$ cat src/rtl/pipeline_hazard_ctrl_if.sv
// Hazard-controller bundle: hazard/request inputs from the pipeline stages and the
// per-register Write/clear, PC enable and status outputs back to the datapath.
interface pipeline_hazard_ctrl_if #(
  parameter int CNT_W = 16
);
  logic             load_use;
  logic             branch_taken;
  logic             mem_req;
  logic             mem_ready;
  logic             halt_req;
  logic             resume;

  logic             pc_write;
  logic             wr_if_id;
  logic             wr_id_ex;
  logic             wr_ex_mem;
  logic             wr_mem_wr;
  logic             clr_if_id;
  logic             clr_id_ex;
  logic             clr_ex_mem;
  logic             clr_mem_wr;
  logic [2:0]       state;
  logic             mem_error;
  logic [CNT_W-1:0] stall_count;

  modport master (
    output load_use, branch_taken, mem_req, mem_ready, halt_req, resume,
    input  pc_write, wr_if_id, wr_id_ex, wr_ex_mem, wr_mem_wr,
    input  clr_if_id, clr_id_ex, clr_ex_mem, clr_mem_wr,
    input  state, mem_error, stall_count
  );

  modport slave (
    input  load_use, branch_taken, mem_req, mem_ready, halt_req, resume,
    output pc_write, wr_if_id, wr_id_ex, wr_ex_mem, wr_mem_wr,
    output clr_if_id, clr_id_ex, clr_ex_mem, clr_mem_wr,
    output state, mem_error, stall_count
  );
endinterface

$ cat src/rtl/pipeline_hazard_ctrl.sv
// Stall/flush sequencer for the 5-stage pipeline: load-use bubbles, branch flushes,
// data-memory waits with timeout, halt/drain, and a saturating stall-cycle counter.
module pipeline_hazard_ctrl #(
  parameter int MEM_TIMEOUT = 16,
  parameter int DRAIN_CYC   = 3,
  parameter int CNT_W       = 16
) (
  input  logic                   clock,
  input  logic                   clear_n,
  pipeline_hazard_ctrl_if.slave  bus
);

  typedef enum logic [2:0] {
    RUN        = 3'd0,
    LOAD_STALL = 3'd1,
    MEM_WAIT   = 3'd2,
    DRAIN      = 3'd3,
    HALT       = 3'd4,
    ERROR      = 3'd5
  } state_e;

  // wr/clr bit order: {if_id, id_ex, ex_mem, mem_wr}
  typedef struct packed {
    logic       pc_write;
    logic [3:0] wr;
    logic [3:0] clr;
  } ctrl_t;

  localparam int WAIT_W  = $clog2(MEM_TIMEOUT);
  localparam int DRAIN_W = $clog2(DRAIN_CYC + 1);

  localparam ctrl_t CTRL_RUN    = '{pc_write: 1'b1, wr: 4'b1111, clr: 4'b0000};
  localparam ctrl_t CTRL_FLUSH  = '{pc_write: 1'b1, wr: 4'b1111, clr: 4'b1100};
  localparam ctrl_t CTRL_BUBBLE = '{pc_write: 1'b0, wr: 4'b0111, clr: 4'b0100};
  localparam ctrl_t CTRL_DRAIN  = '{pc_write: 1'b0, wr: 4'b1111, clr: 4'b1000};
  localparam ctrl_t CTRL_FREEZE = '{pc_write: 1'b0, wr: 4'b0000, clr: 4'b0000};
  localparam ctrl_t CTRL_RESET  = '{pc_write: 1'b0, wr: 4'b0000, clr: 4'b1111};

  state_e             r_state;
  logic [WAIT_W-1:0]  r_wait_cnt;
  logic [DRAIN_W-1:0] r_drain_cnt;
  logic [CNT_W-1:0]   r_stall_count;
  logic               r_mem_error;

  state_e             w_next_state;
  logic [WAIT_W-1:0]  w_next_wait;
  logic [DRAIN_W-1:0] w_next_drain;
  ctrl_t              w_ctrl;
  ctrl_t              w_out;
  logic               w_mem_stall;
  logic               w_count_stall;

  assign w_mem_stall = bus.mem_req && !bus.mem_ready;

  // NOTE: every variable gets a default before the case so no path leaves it unassigned (no latches).
  always_comb begin
    w_next_state = r_state;
    w_next_wait  = r_wait_cnt;
    w_next_drain = r_drain_cnt;
    w_ctrl       = CTRL_RUN;

    case (r_state)
      RUN, LOAD_STALL: begin
        // LOAD_STALL is a single bubble: load_use and halt_req are not re-honoured there.
        w_next_state = RUN;
        if (w_mem_stall) begin
          w_ctrl       = CTRL_FREEZE;
          w_next_state = MEM_WAIT;
          w_next_wait  = WAIT_W'(1);
        end else if (bus.branch_taken) begin
          w_ctrl = CTRL_FLUSH;
        end else if (r_state == RUN && bus.load_use) begin
          w_ctrl       = CTRL_BUBBLE;
          w_next_state = LOAD_STALL;
        end else if (r_state == RUN && bus.halt_req) begin
          w_ctrl       = CTRL_DRAIN;
          w_next_state = DRAIN;
          w_next_drain = DRAIN_W'(1);
        end
      end

      MEM_WAIT: begin
        if (!bus.mem_ready) begin
          w_ctrl = CTRL_FREEZE;
          if (r_wait_cnt == WAIT_W'(MEM_TIMEOUT - 1)) begin
            w_next_state = ERROR;
          end else begin
            w_next_wait = r_wait_cnt + WAIT_W'(1);
          end
        end else begin
          w_next_state = RUN;
          if (bus.branch_taken) begin
            w_ctrl = CTRL_FLUSH;
          end else if (bus.load_use) begin
            w_ctrl       = CTRL_BUBBLE;
            w_next_state = LOAD_STALL;
          end
        end
      end

      DRAIN: begin
        if (w_mem_stall) begin
          w_ctrl = CTRL_FREEZE;
        end else begin
          w_ctrl = CTRL_DRAIN;
          if (r_drain_cnt == DRAIN_W'(DRAIN_CYC)) begin
            w_next_state = HALT;
          end else begin
            w_next_drain = r_drain_cnt + DRAIN_W'(1);
          end
        end
      end

      HALT: begin
        if (bus.resume) begin
          w_next_state = RUN;
        end else begin
          w_ctrl = CTRL_FREEZE;
        end
      end

      ERROR: w_ctrl = CTRL_FREEZE;

      default: w_next_state = RUN;
    endcase
  end

  assign w_out = clear_n ? w_ctrl : CTRL_RESET;

  assign w_count_stall = !w_ctrl.pc_write &&
                         (r_state inside {RUN, LOAD_STALL, MEM_WAIT, DRAIN});

  // NOTE: sequential state uses non-blocking assignments so all registers update from pre-edge values.
  always_ff @(posedge clock) begin
    if (!clear_n) begin
      r_state       <= RUN;
      r_wait_cnt    <= '0;
      r_drain_cnt   <= '0;
      r_stall_count <= '0;
      r_mem_error   <= 1'b0;
    end else begin
      r_state     <= w_next_state;
      r_wait_cnt  <= w_next_wait;
      r_drain_cnt <= w_next_drain;
      if (w_count_stall && (r_stall_count != {CNT_W{1'b1}})) begin
        r_stall_count <= r_stall_count + CNT_W'(1);
      end
      if (w_next_state == ERROR) begin
        r_mem_error <= 1'b1;
      end
    end
  end

  assign bus.pc_write    = w_out.pc_write;
  assign bus.wr_if_id    = w_out.wr[3];
  assign bus.wr_id_ex    = w_out.wr[2];
  assign bus.wr_ex_mem   = w_out.wr[1];
  assign bus.wr_mem_wr   = w_out.wr[0];
  assign bus.clr_if_id   = w_out.clr[3];
  assign bus.clr_id_ex   = w_out.clr[2];
  assign bus.clr_ex_mem  = w_out.clr[1];
  assign bus.clr_mem_wr  = w_out.clr[0];
  assign bus.state       = r_state;
  assign bus.mem_error   = r_mem_error;
  assign bus.stall_count = r_stall_count;

endmodule

$ cat src/flat_wrapper.sv
// flat-port wrapper written by rule: the top's interface ports become plain ports
module pipeline_hazard_ctrl_flat 
#(
  parameter int MEM_TIMEOUT = 16,
  parameter int DRAIN_CYC   = 3,
  parameter int CNT_W       = 16
)
  (clock, clear_n, bus_load_use, bus_branch_taken, bus_mem_req, bus_mem_ready, bus_halt_req, bus_resume, bus_pc_write, bus_wr_if_id, bus_wr_id_ex, bus_wr_ex_mem, bus_wr_mem_wr, bus_clr_if_id, bus_clr_id_ex, bus_clr_ex_mem, bus_clr_mem_wr, bus_state, bus_mem_error, bus_stall_count);
  pipeline_hazard_ctrl_if #(.CNT_W(CNT_W)) bus_i ();
  input  logic clock;
  input  logic clear_n;
  input wire logic [$bits(bus_i.load_use)-1:0] bus_load_use;
  input wire logic [$bits(bus_i.branch_taken)-1:0] bus_branch_taken;
  input wire logic [$bits(bus_i.mem_req)-1:0] bus_mem_req;
  input wire logic [$bits(bus_i.mem_ready)-1:0] bus_mem_ready;
  input wire logic [$bits(bus_i.halt_req)-1:0] bus_halt_req;
  input wire logic [$bits(bus_i.resume)-1:0] bus_resume;
  output wire logic [$bits(bus_i.pc_write)-1:0] bus_pc_write;
  output wire logic [$bits(bus_i.wr_if_id)-1:0] bus_wr_if_id;
  output wire logic [$bits(bus_i.wr_id_ex)-1:0] bus_wr_id_ex;
  output wire logic [$bits(bus_i.wr_ex_mem)-1:0] bus_wr_ex_mem;
  output wire logic [$bits(bus_i.wr_mem_wr)-1:0] bus_wr_mem_wr;
  output wire logic [$bits(bus_i.clr_if_id)-1:0] bus_clr_if_id;
  output wire logic [$bits(bus_i.clr_id_ex)-1:0] bus_clr_id_ex;
  output wire logic [$bits(bus_i.clr_ex_mem)-1:0] bus_clr_ex_mem;
  output wire logic [$bits(bus_i.clr_mem_wr)-1:0] bus_clr_mem_wr;
  output wire logic [$bits(bus_i.state)-1:0] bus_state;
  output wire logic [$bits(bus_i.mem_error)-1:0] bus_mem_error;
  output wire logic [$bits(bus_i.stall_count)-1:0] bus_stall_count;
  assign bus_i.load_use = bus_load_use;
  assign bus_i.branch_taken = bus_branch_taken;
  assign bus_i.mem_req = bus_mem_req;
  assign bus_i.mem_ready = bus_mem_ready;
  assign bus_i.halt_req = bus_halt_req;
  assign bus_i.resume = bus_resume;
  assign bus_pc_write = bus_i.pc_write;
  assign bus_wr_if_id = bus_i.wr_if_id;
  assign bus_wr_id_ex = bus_i.wr_id_ex;
  assign bus_wr_ex_mem = bus_i.wr_ex_mem;
  assign bus_wr_mem_wr = bus_i.wr_mem_wr;
  assign bus_clr_if_id = bus_i.clr_if_id;
  assign bus_clr_id_ex = bus_i.clr_id_ex;
  assign bus_clr_ex_mem = bus_i.clr_ex_mem;
  assign bus_clr_mem_wr = bus_i.clr_mem_wr;
  assign bus_state = bus_i.state;
  assign bus_mem_error = bus_i.mem_error;
  assign bus_stall_count = bus_i.stall_count;
  pipeline_hazard_ctrl #(.MEM_TIMEOUT(MEM_TIMEOUT), .DRAIN_CYC(DRAIN_CYC), .CNT_W(CNT_W)) u_core (.clock(clock), .clear_n(clear_n), .bus(bus_i));
endmodule
$ cat config.mk
export PLATFORM = sky130hd
export DESIGN_NAME = pipeline_hazard_ctrl_flat
export DESIGN_NICKNAME = d
export VERILOG_FILES = /design/src/rtl/pipeline_hazard_ctrl_if.sv /design/src/rtl/pipeline_hazard_ctrl.sv /design/src/flat_wrapper.sv
export SDC_FILE = /design/constraint.sdc
export NUM_CORES = 1
export LEC_CHECK = 0
export ABC_AREA = 0
export CAP_MARGIN = 5
export CORE_MARGIN = 10
export CORE_UTILIZATION = 42
export CTS_CLUSTER_SIZE = 14
export DETAILED_ROUTE_END_ITERATION = 16
export PLACE_DENSITY = 0.69
export SYNTH_ARGS = -nofsm -noshare
export SYNTH_HDL_FRONTEND = slang
export SYNTH_SLANG_ARGS = --single-unit
$ cat constraint.sdc
create_clock -name clock -period 1.8 [get_ports clock]
set_input_delay 0.36 -clock clock [delete_from_list [all_inputs] [get_ports clock]]
set_output_delay 0.36 -clock clock [all_outputs]
set_load 0.03 [all_outputs]
==> results.ini <==
[floorplanning]
die_area_um2=6460
initial_core_util=0.445
die-height_um=80.4
rows=21
die_w_um=80.4
ios=37
core_area_um2=3440

[setup_path]
critPathBufInv=2
crit-reg2reg-launch=u_core.bus.state[1]$_SDFF_PN0_
crit_family=flip-flops
worst-path-max-fanout=5
cp.required_ps=1440
reg2regPathDepth=7
start_kind=flop
crit_path_start=u_core.bus.state[2]$_SDFF_PN0_
worstPathArrival_ps=1500
reg2reg_to=u_core.bus.stall_count[8]$_SDFFE_PN0P_
crit_end=bus_wr_mem_wr
max_stage_delay_ps=400
critPathKind=reg -> out
endpoint_kind=output pin
r2r_setup_slack_ps=70
path_depth=4
slowest_stage=dfxtp_4
crit_chain=clkinvlp_4 -> or3_4 -> o311a_4 -> buf_6

[sta]
rsz0062_at_grt=true
timing.final.crit_share=1.04
hold_slack_ps=473
finalMaxSlewViolations=0
min_period_ps=1860
max_clock_freq_mhz=537
setup_slack_ps=-63.6
worst_slew_pin_slew_ps=519
setup_viol=7
final_hold_viol_count=0
relSlewSlack=0.649
clock_skew_ps=7.03

[routing]
wl_per_cell_um=16.2
firstDrtPassIters=4
wl_met2_mm=2.48
top_layer=met4
dr.first_iter.drc_count=132
drtAntennaViolNets=0
drc=0
vias=1688
viasPerCell=5.53
wl_mm=4.93
wl_met3_um=310
wl_met1_mm=2.03

[global_route]
grt_pass1_vias=1707
grt_overflow_total=0
grt_max_degree=17
grt_pass1_wl_mm=7.70
grt.total_usage=0.146
antenna_found_initial=0

[synth]
synth-main-ff-cell=dfxtp_1
syn_area_per_cell_um2=8.10
ys_top_cells_by_area=dfxtp_1 (34%), nor2_1 (7.4%), xnor2_1 (6.3%), nand2_1 (4.4%), nand3_1 (3.6%)
synth_top_area_share=0.340
synthCells=189
ys_ff_latch=26
async_reset_ff_frac=0
yosysMostFrequentCell=nor2_1
synth_cell_types=46
syn_area_um2=1530
synth_edf_count=0
synth_top_area_cell=dfxtp_1
synth_commonest_cells=nor2_1 (30), dfxtp_1 (26), nand2_1 (18), nand3_1 (11), xnor2_1 (11)
synth_nets=200
ys_seq_area_frac=0.340
yosys_warnings=0

[cts]
cts_sinks=26
path_clk_slew_ps=100
numCtsBuffers=3
clk_latency_ps=280
ctsHtreeMaxLevel=1
cts_buffer_depth=2
hold_buffers=0
cts_tree=built
cts_root_buf=clkbuf_8

[min_path]
hold_class=reg -> reg
holdPathStages=2

[power]
powerDensity_nw_per_um2=616
power.leakage_nw=1.15
peakVddDrop_mv=0.437

[status]
status=finished, violations left
violations=setup timing

[final_layout]
final_cells=305
final_area_um2=2470
regArea_um2=538
multi_input_area_um2=1080
areaGrowthSynthToFinish_pct=61.2
fillers=257
antenna_cells=0
fin_nets=271
fin_util=0.717
drive_above_1_share=0.378

[flow_run]
cap_violations=0

[placement]
port_buffers=36
place_inst=295
place_congestion=0.956
hpwl_mm=3.46
dpl_cell_area_um2=2180
dp_slack_ps=-621

cell families (layout without fill, tap and decap cells):
logic type,count (synthesis),count (layout),share of synthesized area
buf+inv,15,85,0.0564
xor+xnor,13,13,0.0743
fa+ha+maj,3,3,0.0245
flops,26,26,0.340
mux,5,5,0.0327
simple gates,94,94,0.333
compound gates,33,33,0.139
metrics by stage:
stage | TNS [ps] | total power, mW
floorplan | -61.1 | 0.854
global placement | -11110 | 1.01
detailed placement | -12880 | 1.02
CTS | -438 | 1.50
global route | -679 | 1.57
finish | -304 | 1.52
metal layers:
layer,GRT usage,vias up
li1,-,807
met1,0.160,812
met2,0.261,59
met3,0.0334,10
met4,0.0616,0
met5,0,-
layout by cell type, fill, tap and decap left out, types with 2 or more instances in the layout:
cell type | Yosys | final
xnor2_1 | 11 | 11
buf_6 | 2 | 10
dlymetal6s2s_1 | 0 | 8
o21ai_0 | 8 | 4
nand2b_1 | 3 | 3
mux2i_1 | 5 | 5
nor2b_1 | 4 | 2
nor2b_4 | 0 | 2
nor3_2 | 1 | 3
nand3_1 | 11 | 10
dfxtp_2 | 0 | 5
xor2_1 | 2 | 2
nor4_4 | 1 | 3
nor2_1 | 30 | 29
clkdlybuf4s50_1 | 0 | 11
buf_4 | 4 | 41
nand2_1 | 18 | 17
dlygate4sd2_1 | 0 | 5
a21oi_1 | 9 | 6
clkbuf_8 | 0 | 3
nand4_1 | 3 | 3
and3_1 | 5 | 4
nor3_1 | 6 | 3
o21ai_2 | 0 | 4
ha_1 | 3 | 2
dfxtp_1 | 26 | 18
buf_2 | 0 | 2
dfxtp_4 | 0 | 3
a21oi_2 | 0 | 3
area by class of cell:
class                           count  area share
Multi-Input combinational cell    148       0.436
Timing Repair Buffer               79       0.291
Sequential cell                    26       0.218
Clock buffer                        4      0.0269
Tap cell                           46      0.0233
Inverter                            2     0.00456
sequential cells by signal (all words and copies together) (netlist names):
register                count
u_core.bus.state            3
u_core.bus.mem_error        1
u_core.r_drain_cnt          2
u_core.r_wait_cnt           4
u_core.bus.stall_count     16
power breakdown:
group	switching, mW	leakage (nW)	total, mW	internal, mW
sequential	0.0206	0.215	0.615	0.595
clock	0.210	0.0339	0.452	0.242
combinational	0.245	0.899	0.453	0.209
worst min path at each step:
stage                                            start                            endpoint
finish              u_core.r_drain_cnt[1]$_SDFFE_PN0P_  u_core.r_drain_cnt[1]$_SDFFE_PN0P_
global route        u_core.r_drain_cnt[1]$_SDFFE_PN0P_  u_core.r_drain_cnt[1]$_SDFFE_PN0P_
CTS                 u_core.r_drain_cnt[1]$_SDFFE_PN0P_  u_core.r_drain_cnt[1]$_SDFFE_PN0P_
detailed placement  u_core.r_drain_cnt[1]$_SDFFE_PN0P_  u_core.r_drain_cnt[1]$_SDFFE_PN0P_
global placement    u_core.r_drain_cnt[1]$_SDFFE_PN0P_  u_core.r_drain_cnt[1]$_SDFFE_PN0P_
floorplan           u_core.r_drain_cnt[1]$_SDFFE_PN0P_  u_core.r_drain_cnt[1]$_SDFFE_PN0P_
worst register-to-register path, cell delays in order, from the launching register on:
cell,delay (ps)
dfxtp_4,380
nor4_4,250
o21ai_2,110
a21o_4,270
buf_4,150
nor4b_4,250
xnor2_1,160
nor2_1,70
what timing repair did:
action,in CTS,in global routing
endpoints found under the setup margin,30,32
buffers inserted,4,2
resized for setup,45,25
pin swaps,8,10
Note: power is estimated with default switching activity, not from simulation.
